===== config.mk =====
export PLATFORM = sky130hd
export DESIGN_NAME = gray_window_compositor_flat
export DESIGN_NICKNAME = d
export VERILOG_FILES = /design/src/rtl/gray_window_compositor_if.sv /design/src/rtl/gray_window_compositor.sv /design/src/flat_wrapper.sv
export SDC_FILE = /design/constraint.sdc
export NUM_CORES = 1
export LEC_CHECK = 0
export ABC_AREA = 1
export CAP_MARGIN = 40
export CORE_MARGIN = 1.5
export CORE_UTILIZATION = 24
export DETAILED_ROUTE_END_ITERATION = 7
export MAX_ROUTING_LAYER = met4
export SETUP_SLACK_MARGIN = 0.1
export SLEW_MARGIN = 20
export SYNTH_ARGS = -nofsm -noshare
export SYNTH_HDL_FRONTEND = slang
export SYNTH_SLANG_ARGS = --single-unit

===== constraint.sdc =====
create_clock -name clk_in -period 6.1 [get_ports clk_in]
set_input_delay 1.83 -clock clk_in [delete_from_list [all_inputs] [get_ports clk_in]]
set_output_delay 1.83 -clock clk_in [all_outputs]
set_load 0.005 [all_outputs]

===== src/rtl/gray_window_compositor_if.sv =====
// Frame buffer read port between the compositor (master) and the image RAM (slave).
interface gray_window_compositor_if #(
   parameter int ADDR_W = 17,
   parameter int PIX_W  = 4
);
   logic [ADDR_W-1:0] raddr_out;
   logic              ren_out;
   logic [PIX_W-1:0]  rdata_in;

   modport master (output raddr_out, output ren_out, input rdata_in);
   modport slave  (input raddr_out, input ren_out, output rdata_in);
endinterface


===== src/rtl/gray_window_compositor.sv =====
// Places a grayscale frame-buffer image at a frame-synchronous window on the VGA raster,
// with integer scale, mirror, border, sprite overlay and a sync delay matched to the RAM.
module gray_window_compositor #(
   parameter int               H_ACTIVE    = 1024,
   parameter int               V_ACTIVE    = 768,
   parameter int               IMG_W       = 240,
   parameter int               IMG_H       = 320,
   parameter int               ADDR_W      = 17,
   parameter int               PIX_W       = 4,
   parameter int               RAM_LAT     = 2,
   parameter int               SCALE_MAX   = 2,
   parameter logic [PIX_W-1:0] BORDER_GRAY = 4'hF
) (
   input  logic                 clk_in,
   input  logic                 rst_n_in,
   input  logic [10:0]          hcount_in,
   input  logic [9:0]           vcount_in,
   input  logic                 hsync_in,
   input  logic                 vsync_in,
   input  logic                 blank_in,
   input  logic [10:0]          x0_in,
   input  logic [9:0]           y0_in,
   input  logic [1:0]           scale_in,
   input  logic                 mirror_in,
   input  logic                 border_en_in,
   input  logic [3*PIX_W-1:0]   overlay_in,
   input  logic                 overlay_valid_in,
   gray_window_compositor_if.master fb,
   output logic [PIX_W-1:0]     r_out,
   output logic [PIX_W-1:0]     g_out,
   output logic [PIX_W-1:0]     b_out,
   output logic                 hsync_out,
   output logic                 vsync_out,
   output logic                 cfg_applied_out,
   output logic [15:0]          frame_count_out
);

   localparam int         DW    = 3*PIX_W + 6;
   localparam logic [1:0] S_MAX = 2'(SCALE_MAX);

   // Delay-line word: {overlay, vsync, hsync, blank, overlay_valid, border, in_win}
   localparam int B_WIN = 0;
   localparam int B_BRD = 1;
   localparam int B_OVV = 2;
   localparam int B_BLK = 3;
   localparam int B_HS  = 4;
   localparam int B_VS  = 5;
   localparam int B_OVL = 6;

   logic [10:0]       r_x0;
   logic [9:0]        r_y0;
   logic [1:0]        r_scale;
   logic              r_mirror;
   logic              r_vs_d;
   logic              r_cfg_applied;
   logic [15:0]       r_frame_count;

   logic [ADDR_W-1:0] r_raddr;
   logic              r_ren;
   logic [DW-1:0]     r_a;
   logic [DW-1:0]     r_dly [RAM_LAT];
   logic [3*PIX_W-1:0] r_rgb;
   logic              r_hs_o;
   logic              r_vs_o;

   logic              w_vs_rise;
   logic [1:0]        w_scale_c;
   logic [11:0]       w_h, w_v, w_x0, w_y0, w_x_end, w_y_end;
   logic [11:0]       w_dx, w_dy, w_u, w_u_m, w_v_idx;
   logic              w_on_screen, w_in_x, w_in_y, w_in_win;
   logic              w_ring_x, w_ring_y, w_border;
   logic [ADDR_W-1:0] w_addr;
   logic [DW-1:0]     w_a_next;
   logic [DW-1:0]     w_d;

   assign w_vs_rise = vsync_in & ~r_vs_d;
   assign w_scale_c = (scale_in > S_MAX) ? S_MAX : scale_in;

   always_ff @(posedge clk_in or negedge rst_n_in) begin
      if (!rst_n_in) begin
         r_x0          <= '0;
         r_y0          <= '0;
         r_scale       <= '0;
         r_mirror      <= 1'b0;
         r_vs_d        <= 1'b0;
         r_cfg_applied <= 1'b0;
         r_frame_count <= '0;
      end else begin
         r_vs_d        <= vsync_in;
         r_cfg_applied <= w_vs_rise;
         if (w_vs_rise) begin
            r_x0          <= x0_in;
            r_y0          <= y0_in;
            r_scale       <= w_scale_c;
            r_mirror      <= mirror_in;
            r_frame_count <= r_frame_count + 16'd1;
         end
      end
   end

   // 12-bit window math: the largest window end (2047 + 240*4) never wraps.
   assign w_h       = {1'b0, hcount_in};
   assign w_v       = {2'b0, vcount_in};
   assign w_x0      = {1'b0, r_x0};
   assign w_y0      = {2'b0, r_y0};
   assign w_x_end   = w_x0 + (12'(IMG_W) << r_scale);
   assign w_y_end   = w_y0 + (12'(IMG_H) << r_scale);

   assign w_on_screen = (w_h < 12'(H_ACTIVE)) && (w_v < 12'(V_ACTIVE)) && !blank_in;
   assign w_in_x      = (w_h >= w_x0) && (w_h < w_x_end);
   assign w_in_y      = (w_v >= w_y0) && (w_v < w_y_end);
   assign w_in_win    = w_in_x && w_in_y && w_on_screen;

   // The ring is the window grown by one pixel on every side, minus the window itself.
   assign w_ring_x = (w_h + 12'd1 >= w_x0) && (w_h <= w_x_end);
   assign w_ring_y = (w_v + 12'd1 >= w_y0) && (w_v <= w_y_end);
   assign w_border = border_en_in && w_on_screen && !w_in_win && w_ring_x && w_ring_y;

   assign w_dx    = w_h - w_x0;
   assign w_dy    = w_v - w_y0;
   assign w_u     = w_dx >> r_scale;
   assign w_v_idx = w_dy >> r_scale;
   assign w_u_m   = r_mirror ? (12'(IMG_W - 1) - w_u) : w_u;
   assign w_addr  = ADDR_W'(w_v_idx) * ADDR_W'(IMG_W) + ADDR_W'(w_u_m);

   assign w_a_next = {overlay_in, vsync_in, hsync_in, blank_in,
                      overlay_valid_in, w_border, w_in_win};

   always_ff @(posedge clk_in or negedge rst_n_in) begin
      if (!rst_n_in) begin
         r_raddr <= '0;
         r_ren   <= 1'b0;
         r_a     <= '0;
         for (int i = 0; i < RAM_LAT; i++) r_dly[i] <= '0;
      end else begin
         r_ren <= w_in_win;
         if (w_in_win) r_raddr <= w_addr;
         r_a      <= w_a_next;
         r_dly[0] <= r_a;
         for (int i = 1; i < RAM_LAT; i++) r_dly[i] <= r_dly[i-1];
      end
   end

   assign w_d = r_dly[RAM_LAT-1];

   always_ff @(posedge clk_in or negedge rst_n_in) begin
      if (!rst_n_in) begin
         r_rgb  <= '0;
         r_hs_o <= 1'b0;
         r_vs_o <= 1'b0;
      end else begin
         r_hs_o <= w_d[B_HS];
         r_vs_o <= w_d[B_VS];
         if (w_d[B_BLK])
            r_rgb <= '0;
         else if (w_d[B_OVV])
            r_rgb <= w_d[B_OVL +: 3*PIX_W];
         else if (w_d[B_WIN])
            r_rgb <= {3{fb.rdata_in}};
         else if (w_d[B_BRD])
            r_rgb <= {3{BORDER_GRAY}};
         else
            r_rgb <= '0;
      end
   end

   assign fb.raddr_out      = r_raddr;
   assign fb.ren_out        = r_ren;
   assign r_out             = r_rgb[3*PIX_W-1:2*PIX_W];
   assign g_out             = r_rgb[2*PIX_W-1:PIX_W];
   assign b_out             = r_rgb[PIX_W-1:0];
   assign hsync_out         = r_hs_o;
   assign vsync_out         = r_vs_o;
   assign cfg_applied_out   = r_cfg_applied;
   assign frame_count_out   = r_frame_count;

endmodule


===== src/flat_wrapper.sv =====
// flat-port wrapper written by rule: the top's interface ports become plain ports
module gray_window_compositor_flat 
#(
   parameter int               H_ACTIVE    = 1024,
   parameter int               V_ACTIVE    = 768,
   parameter int               IMG_W       = 240,
   parameter int               IMG_H       = 320,
   parameter int               ADDR_W      = 17,
   parameter int               PIX_W       = 4,
   parameter int               RAM_LAT     = 2,
   parameter int               SCALE_MAX   = 2,
   parameter logic [PIX_W-1:0] BORDER_GRAY = 4'hF
)
  (clk_in, rst_n_in, hcount_in, vcount_in, hsync_in, vsync_in, blank_in, x0_in, y0_in, scale_in, mirror_in, border_en_in, overlay_in, overlay_valid_in, r_out, g_out, b_out, hsync_out, vsync_out, cfg_applied_out, frame_count_out, fb_raddr_out, fb_ren_out, fb_rdata_in);
  gray_window_compositor_if #(.ADDR_W(ADDR_W), .PIX_W(PIX_W)) fb_i ();
  input  logic clk_in;
  input  logic rst_n_in;
  input  logic [10:0] hcount_in;
  input  logic [9:0] vcount_in;
  input  logic hsync_in;
  input  logic vsync_in;
  input  logic blank_in;
  input  logic [10:0] x0_in;
  input  logic [9:0] y0_in;
  input  logic [1:0] scale_in;
  input  logic mirror_in;
  input  logic border_en_in;
  input  logic [3*PIX_W-1:0] overlay_in;
  input  logic overlay_valid_in;
  output logic [PIX_W-1:0] r_out;
  output logic [PIX_W-1:0] g_out;
  output logic [PIX_W-1:0] b_out;
  output logic hsync_out;
  output logic vsync_out;
  output logic cfg_applied_out;
  output logic [15:0] frame_count_out;
  output wire logic [$bits(fb_i.raddr_out)-1:0] fb_raddr_out;
  output wire logic [$bits(fb_i.ren_out)-1:0] fb_ren_out;
  input wire logic [$bits(fb_i.rdata_in)-1:0] fb_rdata_in;
  assign fb_raddr_out = fb_i.raddr_out;
  assign fb_ren_out = fb_i.ren_out;
  assign fb_i.rdata_in = fb_rdata_in;
  gray_window_compositor #(.H_ACTIVE(H_ACTIVE), .V_ACTIVE(V_ACTIVE), .IMG_W(IMG_W), .IMG_H(IMG_H), .ADDR_W(ADDR_W), .PIX_W(PIX_W), .RAM_LAT(RAM_LAT), .SCALE_MAX(SCALE_MAX), .BORDER_GRAY(BORDER_GRAY)) u_core (.clk_in(clk_in), .rst_n_in(rst_n_in), .hcount_in(hcount_in), .vcount_in(vcount_in), .hsync_in(hsync_in), .vsync_in(vsync_in), .blank_in(blank_in), .x0_in(x0_in), .y0_in(y0_in), .scale_in(scale_in), .mirror_in(mirror_in), .border_en_in(border_en_in), .overlay_in(overlay_in), .overlay_valid_in(overlay_valid_in), .fb(fb_i), .r_out(r_out), .g_out(g_out), .b_out(b_out), .hsync_out(hsync_out), .vsync_out(vsync_out), .cfg_applied_out(cfg_applied_out), .frame_count_out(frame_count_out));
endmodule

==> impl_metrics.toml, run 1 <==
[drt]
topRoutingLayerUsed = "met4"
wl_met1_um = 11680
ant_nets = 0
drtPass1Iterations = 4
wl_met3_um = 693
dr_wl_met2_um = 11670
drt-vias-per-instance = 4.226
wl_per_cell_um = 12.71
initialDrtViolationCount = 346
drcViolationCount = 0
drt-total-wl_um = 24580
num_vias = 8168

[power_and_ir_drop]
p_comb_frac = 0.768
sw_frac_of_total = 0.4435
ir_worst_vdd_mv = 0.7553
clkPwrFrac = 0.118
power.internal_mw = 4.937
p_leak_nw = 6.372
seqPwrFrac = 0.114
powerDensity_nw_per_um2 = 691.2
p_switching_mw = 3.934

[setup_path]
slowest_delay_ns = 0.54
slowest_stage = "fa_1"
path_max_fanout = 4
critPathCaptureType = "flop"
cpLargestDelayFamily = "adder cells"
critPathLaunchType = "input pin"
cp_data_arrival_time_ns = 6.36
cp.required_ns = 6.41
crit_buf_inv = 6
worstSetupPathType = "input pin to flop"

[sta]
finalSetupTns_ns = 0
setup_viol_count_final = 0
max_freq_ghz = 0.1653
drv_slew = 0
hold_viol = 0
fin_crit_ns = 6.051
rsz0062_at_grt = "true"
timing.final.crit_share = 0.9920
hold_slack_ns = 0.3340
slew_headroom = 0.5813
tightest_slew_ns = 0.6232
fin_worst_skew_ns = 0.02333

[final_layout]
final_layout_size_suffix_gt1_frac = 0.1942
area_growth_pct = 40.71
nNetsFinal = 1584
nFillCells = 3925
finalCoreUtilization = 0.3416

[synthesis]
synth_ff_type = "dfrtp_1"
synth_area_leaders = "dfrtp_1 35%, ha_1 12%, nand2_1 12%, inv_1 7.2%, nand3_1 5.2%"
yosysWarnings = 0
avgSynthCellArea_um2 = 7.823
ys_ff_latch = 126
synth_top_area_frac = 0.3457
synth_edf_count = 0
synth_area_leader_cell = "dfrtp_1"
syn_inst = 1166
synth_nets = 1342
ys_seq_area_frac = 0.3457
synth_most_common_cell = "nand2_1"
synthArstFlopShare = 1.000
yosys-top-cells-count = "285 x nand2_1, 175 x inv_1, 126 x dfrtp_1"
synthDistinctLibCells = 44
netlist_area_um2 = 9121

[placed_design]
portBuffers = 116
routabilityCongestion = 0.9182
dp_hpwl_um = 19570

[floorplan]
die_y_um = 198.0
die-area_um2 = 39180
rows = 71
fp.dieW_um = 198.0
core-area_um2 = 37580
start_util = 0.2427
ios = 117

[cts]
htreeDepth = 4
cts.clk_slew.worst_paths_ns = 0.08
cts_buffer_depth = 2
insertion_delay_ns = 0.44
ctsRootBufferMaster = "clkbuf_16"
numCtsBuffers = 17
cts.sinks = 126
hold_buffers = 0
cts_tree = "built"

[grt]
grt_use_total = 0.1357
antenna_found_initial = 1
grt_pass1_wl_um = 40420
grt_pass1_vias = 8369
overflow = 0
grt_max_degree = 79

[worst_hold_path]
min_path_type = "flop to flop"

[run_status]
status = "finished clean"

[job]
max_cap_violations = 0
-- metrics by stage --
| step | cell area [um^2] | std cells | power [mW] | setup WS, ns |
|---|---|---|---|---|
| 6_report | 12830 | 1933 | 8.871 | 0.04896 |
| 3_3_place_gp | 11740 | 1885 | 6.612 | -0.8889 |
| 2_1_floorplan | 9180 | 1166 | 4.476 | -0.06982 |
| 3_5_place_dp | 11740 | 1885 | 6.670 | -0.9445 |
| 5_1_grt | 12830 | 1933 | 9.779 | -0.2896 |
| 4_1_cts | 12560 | 1926 | 8.293 | -0.09778 |
-- cell families after synthesis --
family	after synthesis	synth area share
compound gates	159	0.1015
xor+xnor	71	0.06818
fa+ha+maj	108	0.1630
buf+inv	200	0.08532
flops	126	0.3457
mux	1	0.001097
simple gates	501	0.2353
-- layout make-up --
type / count / area, um^2 / share of cell area
tap: 511 / 639.4 / 0.04981
clock inverter: 13 / 153.9 / 0.01199
multi-input combinational: 840 / 5602 / 0.4364
sequential: 126 / 3153 / 0.2457
inverter: 180 / 690.7 / 0.05381
timing repair buffer: 243 / 2151 / 0.1676
antenna: 1 / 2.502 / 0.0001950
clock buffer: 19 / 442.9 / 0.03451
-- layout by cell type, fill, tap and decap left out, types with 3 or more instances in the layout --
| cell | n |
|---|---|
| a21oi_1 | 59 |
| a21oi_2 | 7 |
| a21oi_4 | 3 |
| buf_4 | 123 |
| buf_6 | 3 |
| clkbuf_16 | 17 |
| clkbuf_2 | 4 |
| clkdlybuf4s50_1 | 108 |
| clkinv_4 | 4 |
| dfrtp_1 | 126 |
| fa_1 | 16 |
| ha_1 | 77 |
| ha_4 | 12 |
| inv_1 | 168 |
| inv_2 | 10 |
| inv_6 | 4 |
| nand2_1 | 276 |
| nand2_2 | 15 |
| nand2_4 | 3 |
| nand3_1 | 91 |
| nand3_2 | 5 |
| nand3b_1 | 4 |
| nand4_1 | 14 |
| nor2_1 | 63 |
| nor2_2 | 7 |
| nor2_4 | 3 |
| nor3_1 | 8 |
| nor3_2 | 4 |
| o21ai_0 | 40 |
| o21ai_1 | 5 |
| o21ai_2 | 24 |
| o21bai_1 | 3 |
| xnor2_1 | 15 |
| xnor2_2 | 3 |
| xor2_1 | 50 |
-- sequential cells by signal, summed over array words and instances, names as in the netlist --
| signal | cells |
|---|---|
| u_core.cfg_applied_out | 1 |
| u_core.fb.raddr_out | 17 |
| u_core.frame_count_out | 16 |
| u_core.hsync_out | 1 |
| u_core.r_a | 18 |
| u_core.r_dly | 18 |
| u_core.r_mirror | 1 |
| u_core.r_rgb | 12 |
| u_core.r_scale | 2 |
| u_core.r_x0 | 11 |
| u_core.r_y0 | 10 |
| u_core.vsync_out | 1 |
| u_core.w_d | 18 |
-- metal layers --
metal,GRT usage,vias up
met2,0.2286,141
met5,-,-
li1,-,4228
met1,0.1629,3761
met3,0.02351,38
met4,0.04778,0
-- timing repair --
action,in CTS,in global routing
pin swaps,30,41
endpoints found under the setup margin,9,9
endpoints found under the hold margin,0,0
setup buffers,9,8
gates resized for setup,36,58
cloned,0,0
-- power by group through the flow --
stage | sequential (mW) | combinational (mW) | clock (mW)
2_1_floorplan | 1.02 | 3.45 | 0
3_3_place_gp | 1.03 | 5.58 | 0
3_5_place_dp | 1.03 | 5.64 | 0
4_1_cts | 1.02 | 6.20 | 1.08
5_1_grt | 1.03 | 7.63 | 1.12
6_report | 1.01 | 6.81 | 1.04
-- worst paths after layout --
kind / cells past startpoint / slack, ns / to / start
max: 29 / 0.05 / u_core.fb.raddr_out[15] / vcount_in[4]
min: 0 / 0.33 / u_core.r_dly[24] / u_core.r_a[6]
max reg2reg: 29 / 1.03 / u_core.fb.raddr_out[15] / u_core.r_y0[0]
min reg2reg: 0 / 0.33 / u_core.r_dly[24] / u_core.r_a[6]
max in group asynchronous: 3 / 3.60 / u_core.r_dly[32] / rst_n_in
min in group asynchronous: 1 / 1.28 / u_core.frame_count_out[8] / rst_n_in
(Power assumes the default switching activity.)
==> run 2, diff against run 1 <==
- SKIP_LAST_GASP: unset -> 1
==> run 2 against run 1 <==
Effect of this change:
- clock skew fell by 0.00067 ns
- combinational power barely moved
- via count barely moved
- cell count did not move
- critical path type unchanged
- clock power barely moved
- register-to-register slack got worse by 0.03 ns
- global-route usage did not move
- worst setup slack got worse by 0.030 ns
- wire length rose by 0.10%
- highest routed layer unchanged
- flip-flop and latch count did not move
- first-iteration DRC count fell by 2.9%
- clock-buffer cell count did not move
==> impl_metrics.toml, run 2 (synthesis results as in run 1) <==
[power_and_ir_drop]
p_leak_nw = 6.371
ir_worst_vdd_mv = 0.7603
fin_total_pwr_mw = 8.887
powerDensity_nw_per_um2 = 692.2

[floorplan]
die-area_um2 = 39180
die_y_um = 198.0
ios = 117
rows = 71
fp.dieW_um = 198.0
start_util = 0.2427
core-area_um2 = 37580

[sta]
hold_viol = 0
fin_crit_ns = 6.082
fin_worst_skew_ns = 0.02266
setup_viol_count_final = 0
max_freq_ghz = 0.1644
rsz0062_at_grt = "true"
tightest_slew_ns = 0.6239
hold_slack_ns = 0.3342
drv_slew = 0
finalSetupTns_ns = 0
slew_headroom = 0.5809
setup_ws_ns = 0.01846
timing.final.crit_share = 0.9970

[grt]
grt_max_degree = 79
overflow = 0
grt_use_total = 0.1357
grt_pass1_vias = 8375
antenna_found_initial = 1
grt_pass1_wl_um = 40430

[setup_path]
r2r-end = "u_core.fb.raddr_out[15]"
ff2ff_setup_slack_ns = 1.00
reg2reg_depth = 29
crit_buf_inv = 6
cp.required_ns = 6.41
critPathLaunchType = "input pin"
path_max_fanout = 4
slowest_stage = "fa_1"
worstSetupPathType = "input pin to flop"
cp_data_arrival_time_ns = 6.39
cpLargestDelayFamily = "adder cells"
critPathCaptureType = "flop"
slowest_delay_ns = 0.54
r2r_start = "u_core.r_y0[0]"

[cts]
cts_tree = "built"
ctsRootBufferMaster = "clkbuf_16"
hold_buffers = 0
cts_buffer_depth = 2
cts.clk_slew.worst_paths_ns = 0.08
insertion_delay_ns = 0.45
htreeDepth = 4
numCtsBuffers = 17
cts.sinks = 126

[worst_hold_path]
whs_endpoint = "u_core.r_dly[24]"
min_path_type = "flop to flop"
holdPathStages = 0
min_from = "u_core.r_a[6]"

[final_layout]
nFillCells = 3928
finalCoreUtilization = 0.3416
final_area_um2 = 12840
area_growth_pct = 40.74
final_layout_size_suffix_gt1_frac = 0.1956
multi_input_comb_area_um2 = 5604
stdcell_count = 1933
final_common_cell = "nand2_1"
nNetsFinal = 1584
regArea_um2 = 3153
final_cell_mix = "275 x nand2_1, 167 x inv_1, 126 x dfrtp_1"

[drt]
wl_per_cell_um = 12.73
drtPass1Iterations = 5
ant_nets = 0
drt-total-wl_um = 24600
num_vias = 8164
initialDrtViolationCount = 336
drt-vias-per-instance = 4.223
drcViolationCount = 0

[run_status]
status = "finished clean"

[placed_design]
placed_cell_area_um2 = 11740
dpl.cell_count = 1885
portBuffers = 116
dp_worst_setup_slack_ns = -0.9445
routabilityCongestion = 0.9182
dp_hpwl_um = 19570

[job]
max_cap_violations = 0
-- run 2: worst max-delay path by stage --
stage	start	to	slack [ns]	cells after the start
after floorplan	vcount_in[0]	u_core.fb.raddr_out[15]	-0.07	31
after global placement	vcount_in[0]	u_core.fb.raddr_out[15]	-0.89	27
after detailed placement	vcount_in[0]	u_core.fb.raddr_out[15]	-0.94	27
after CTS	vcount_in[0]	u_core.fb.raddr_out[15]	-0.1	29
after global routing	vcount_in[4]	u_core.fb.raddr_out[15]	-0.33	30
final	vcount_in[4]	u_core.fb.raddr_out[15]	0.02	29
-- run 2: layout make-up --
cell class                 instances  share of cell area
inverter                         180             0.05380
clock buffer                      19             0.03450
clock inverter                    13             0.01199
multi-input combinational        840              0.4365
tap                              511             0.04981
timing repair buffer             243              0.1675
antenna                            1           0.0001949
sequential                       126              0.2456
-- run 2: routing by layer --
metal	vias up	part of all wire	global-route usage
li1	4232	-	-
met1	3754	0.48	0.1628
met2	143	0.48	0.2287
met3	35	0.029	0.02351
met4	0	0.020	0.04778
met5	-	0	-
-- run 2: report_power, final --
part / total [mW] / internal, mW / switching [mW]
sequential: 1.01 / 0.943 / 0.0704
combinational: 6.83 / 3.38 / 3.45
clock: 1.04 / 0.621 / 0.422
-- run 2: timing repair --
action	4_1_cts	5_1_grt
endpoints found under the setup margin	9	9
setup buffers	9	6
pin swaps	30	37
resized for setup	35	61
==> run 3, diff against run 2 <==
- CTS_BUF_LIST: unset -> sky130_fd_sc_hd__clkbuf_4 sky130_fd_sc_hd__clkbuf_8 sky130_fd_sc_hd__clkbuf_16
- SLEW_MARGIN: 20 -> unset
==> run 3 against run 2 <==
Effect of this change:
- cell count barely moved
- clock skew fell by 0.00052 ns
- total power barely moved
- non-clock buffer count fell by 1
- via count fell by 0.11%
- core utilization fell by 0.063 points
- flip-flop and latch count did not move
- critical path depth did not move
- critical path type unchanged
- critical endpoint unchanged
- largest power group unchanged
==> impl_metrics.toml, run 3 (synthesis results as in run 1) <==
[final_layout]
final_common_cell = "nand2_1"
final_layout_size_suffix_gt1_frac = 0.1958
area_growth_pct = 40.48
nNetsFinal = 1583
final_cell_mix = "275 x nand2_1, 167 x inv_1, 126 x dfrtp_1"
nFillCells = 3932
multi_input_comb_area_um2 = 5604
finalCoreUtilization = 0.3410
stdcell_count = 1932
regArea_um2 = 3153

[setup_path]
cp.required_ns = 6.41
cp_data_arrival_time_ns = 6.39
path_max_fanout = 4
slowest_stage = "fa_1"
critPathCaptureType = "flop"
worstSetupPathType = "input pin to flop"
critPathLaunchType = "input pin"
slowest_delay_ns = 0.54

[power_and_ir_drop]
power.internal_mw = 4.943
seqPwrFrac = 0.114
p_leak_nw = 6.362
ir_worst_vdd_mv = 0.7604
fin_total_pwr_mw = 8.889
sw_frac_of_total = 0.4439
p_comb_frac = 0.768
p_switching_mw = 3.946
clkPwrFrac = 0.118
powerDensity_nw_per_um2 = 693.7

[sta]
fin_worst_skew_ns = 0.02214
hold_viol = 0
rsz0062_at_grt = "true"
max_freq_ghz = 0.1644
setup_viol_count_final = 0
drv_slew = 0
timing.final.crit_share = 0.9973
slew_headroom = 0.5019
tightest_slew_ns = 0.7472
fin_crit_ns = 6.084

[placed_design]
dpl.cell_count = 1885
dp_hpwl_um = 19570
portBuffers = 116
routabilityCongestion = 0.9182

[run_status]
status = "finished clean"

[cts]
cts.sinks = 126
cts_tree = "built"
htreeDepth = 4
numCtsBuffers = 17
insertion_delay_ns = 0.44
cts.clk_slew.worst_paths_ns = 0.08
ctsRootBufferMaster = "clkbuf_16"
cts_buffer_depth = 2

[floorplan]
fp.dieW_um = 198.0
core-area_um2 = 37580
die-area_um2 = 39180
ios = 117
rows = 71
start_util = 0.2427
die_y_um = 198.0

[drt]
drcViolationCount = 0
num_vias = 8155
drtPass1Iterations = 5
wl_per_cell_um = 12.70
drt-vias-per-instance = 4.221
initialDrtViolationCount = 360
drt-total-wl_um = 24540
ant_nets = 0

[worst_hold_path]
min_path_type = "flop to flop"

[grt]
overflow = 0
grt_pass1_wl_um = 40410
grt_use_total = 0.1356
grt_pass1_vias = 8367
grt_max_degree = 79
antenna_found_initial = 1

[job]
max_cap_violations = 0
[run 3: cell count changes in the layout (fill, tap and decap cells not counted)]
cell and change:
clkbuf_1 -1, clkbuf_4 +1, buf_16 -1
[run 3: layout make-up]
| type | count | area share |
|---|---|---|
| diodes | 1 | 0.0001953 |
| clock buffers | 19 | 0.03486 |
| clock inverters | 13 | 0.01201 |
| inverters | 180 | 0.05390 |
| multi-input cells | 840 | 0.4374 |
| flip-flops and latches | 126 | 0.2461 |
| well taps | 511 | 0.04990 |
| repair buffers | 242 | 0.1657 |
[run 3: power groups by stage]
stage                     Sequential, mW  Combinational, mW  Clock (mW)
after global placement              1.03               5.58           0
after global routing                1.03               7.65        1.12
after floorplan                     1.02               3.45           0
after detailed placement            1.03               5.64           0
final                               1.01               6.83        1.05
after CTS                           1.02               6.17        1.08
[run 3: final timing paths]
kind	from	to	slack, ns	depth (start not counted)
min in group asynchronous	rst_n_in	u_core.r_dly[21]	1.44	1
max reg2reg	u_core.r_y0[0]	u_core.fb.raddr_out[15]	1.02	29
min	u_core.r_a[6]	u_core.r_dly[24]	0.34	0
max in group asynchronous	rst_n_in	u_core.r_a[10]	3.55	2
max	vcount_in[4]	u_core.fb.raddr_out[15]	0.02	29
min reg2reg	u_core.r_a[6]	u_core.r_dly[24]	0.34	0
[run 3: per-layer routing]
layer  wire length (um)  GRT usage  vias to the layer above
li1                   -          -                     4232
met1              11630     0.1628                     3744
met2              11670     0.2285                      144
met3                757    0.02351                       35
met4                484    0.04778                        0
met5                  0          -                        -
[run 3: repair_timing]
item	in CTS	in global routing
gates resized for setup	35	61
buffers inserted	9	6
endpoints found under the setup margin	9	9
gates cloned	0	0
hold buffers	0	0
pin swaps	30	37
[run 3: through the flow]
stage	TNS, ns	cell area (um^2)	hold WS (ns)	setup slack [ns]
2_1_floorplan	-0.06982	9180	0.3312	-0.06982
3_3_place_gp	-6.190	11740	0.3313	-0.8889
3_5_place_dp	-6.893	11740	0.3347	-0.9445
4_1_cts	-0.1214	12560	0.3318	-0.09778
5_1_grt	-1.043	12810	0.3427	-0.3314
6_report	0	12810	0.3355	0.01629
[run 3: worst max-delay path, delay by kind of cell]
family,cells,cell delay (ns)
AND/OR/NAND/NOR,5,0.43
XOR/XNOR,4,0.76
buffers and inverters,6,0.56
AO/OA/AOI/OAI,9,1.19
adder cells (fa/ha/maj),5,1.62
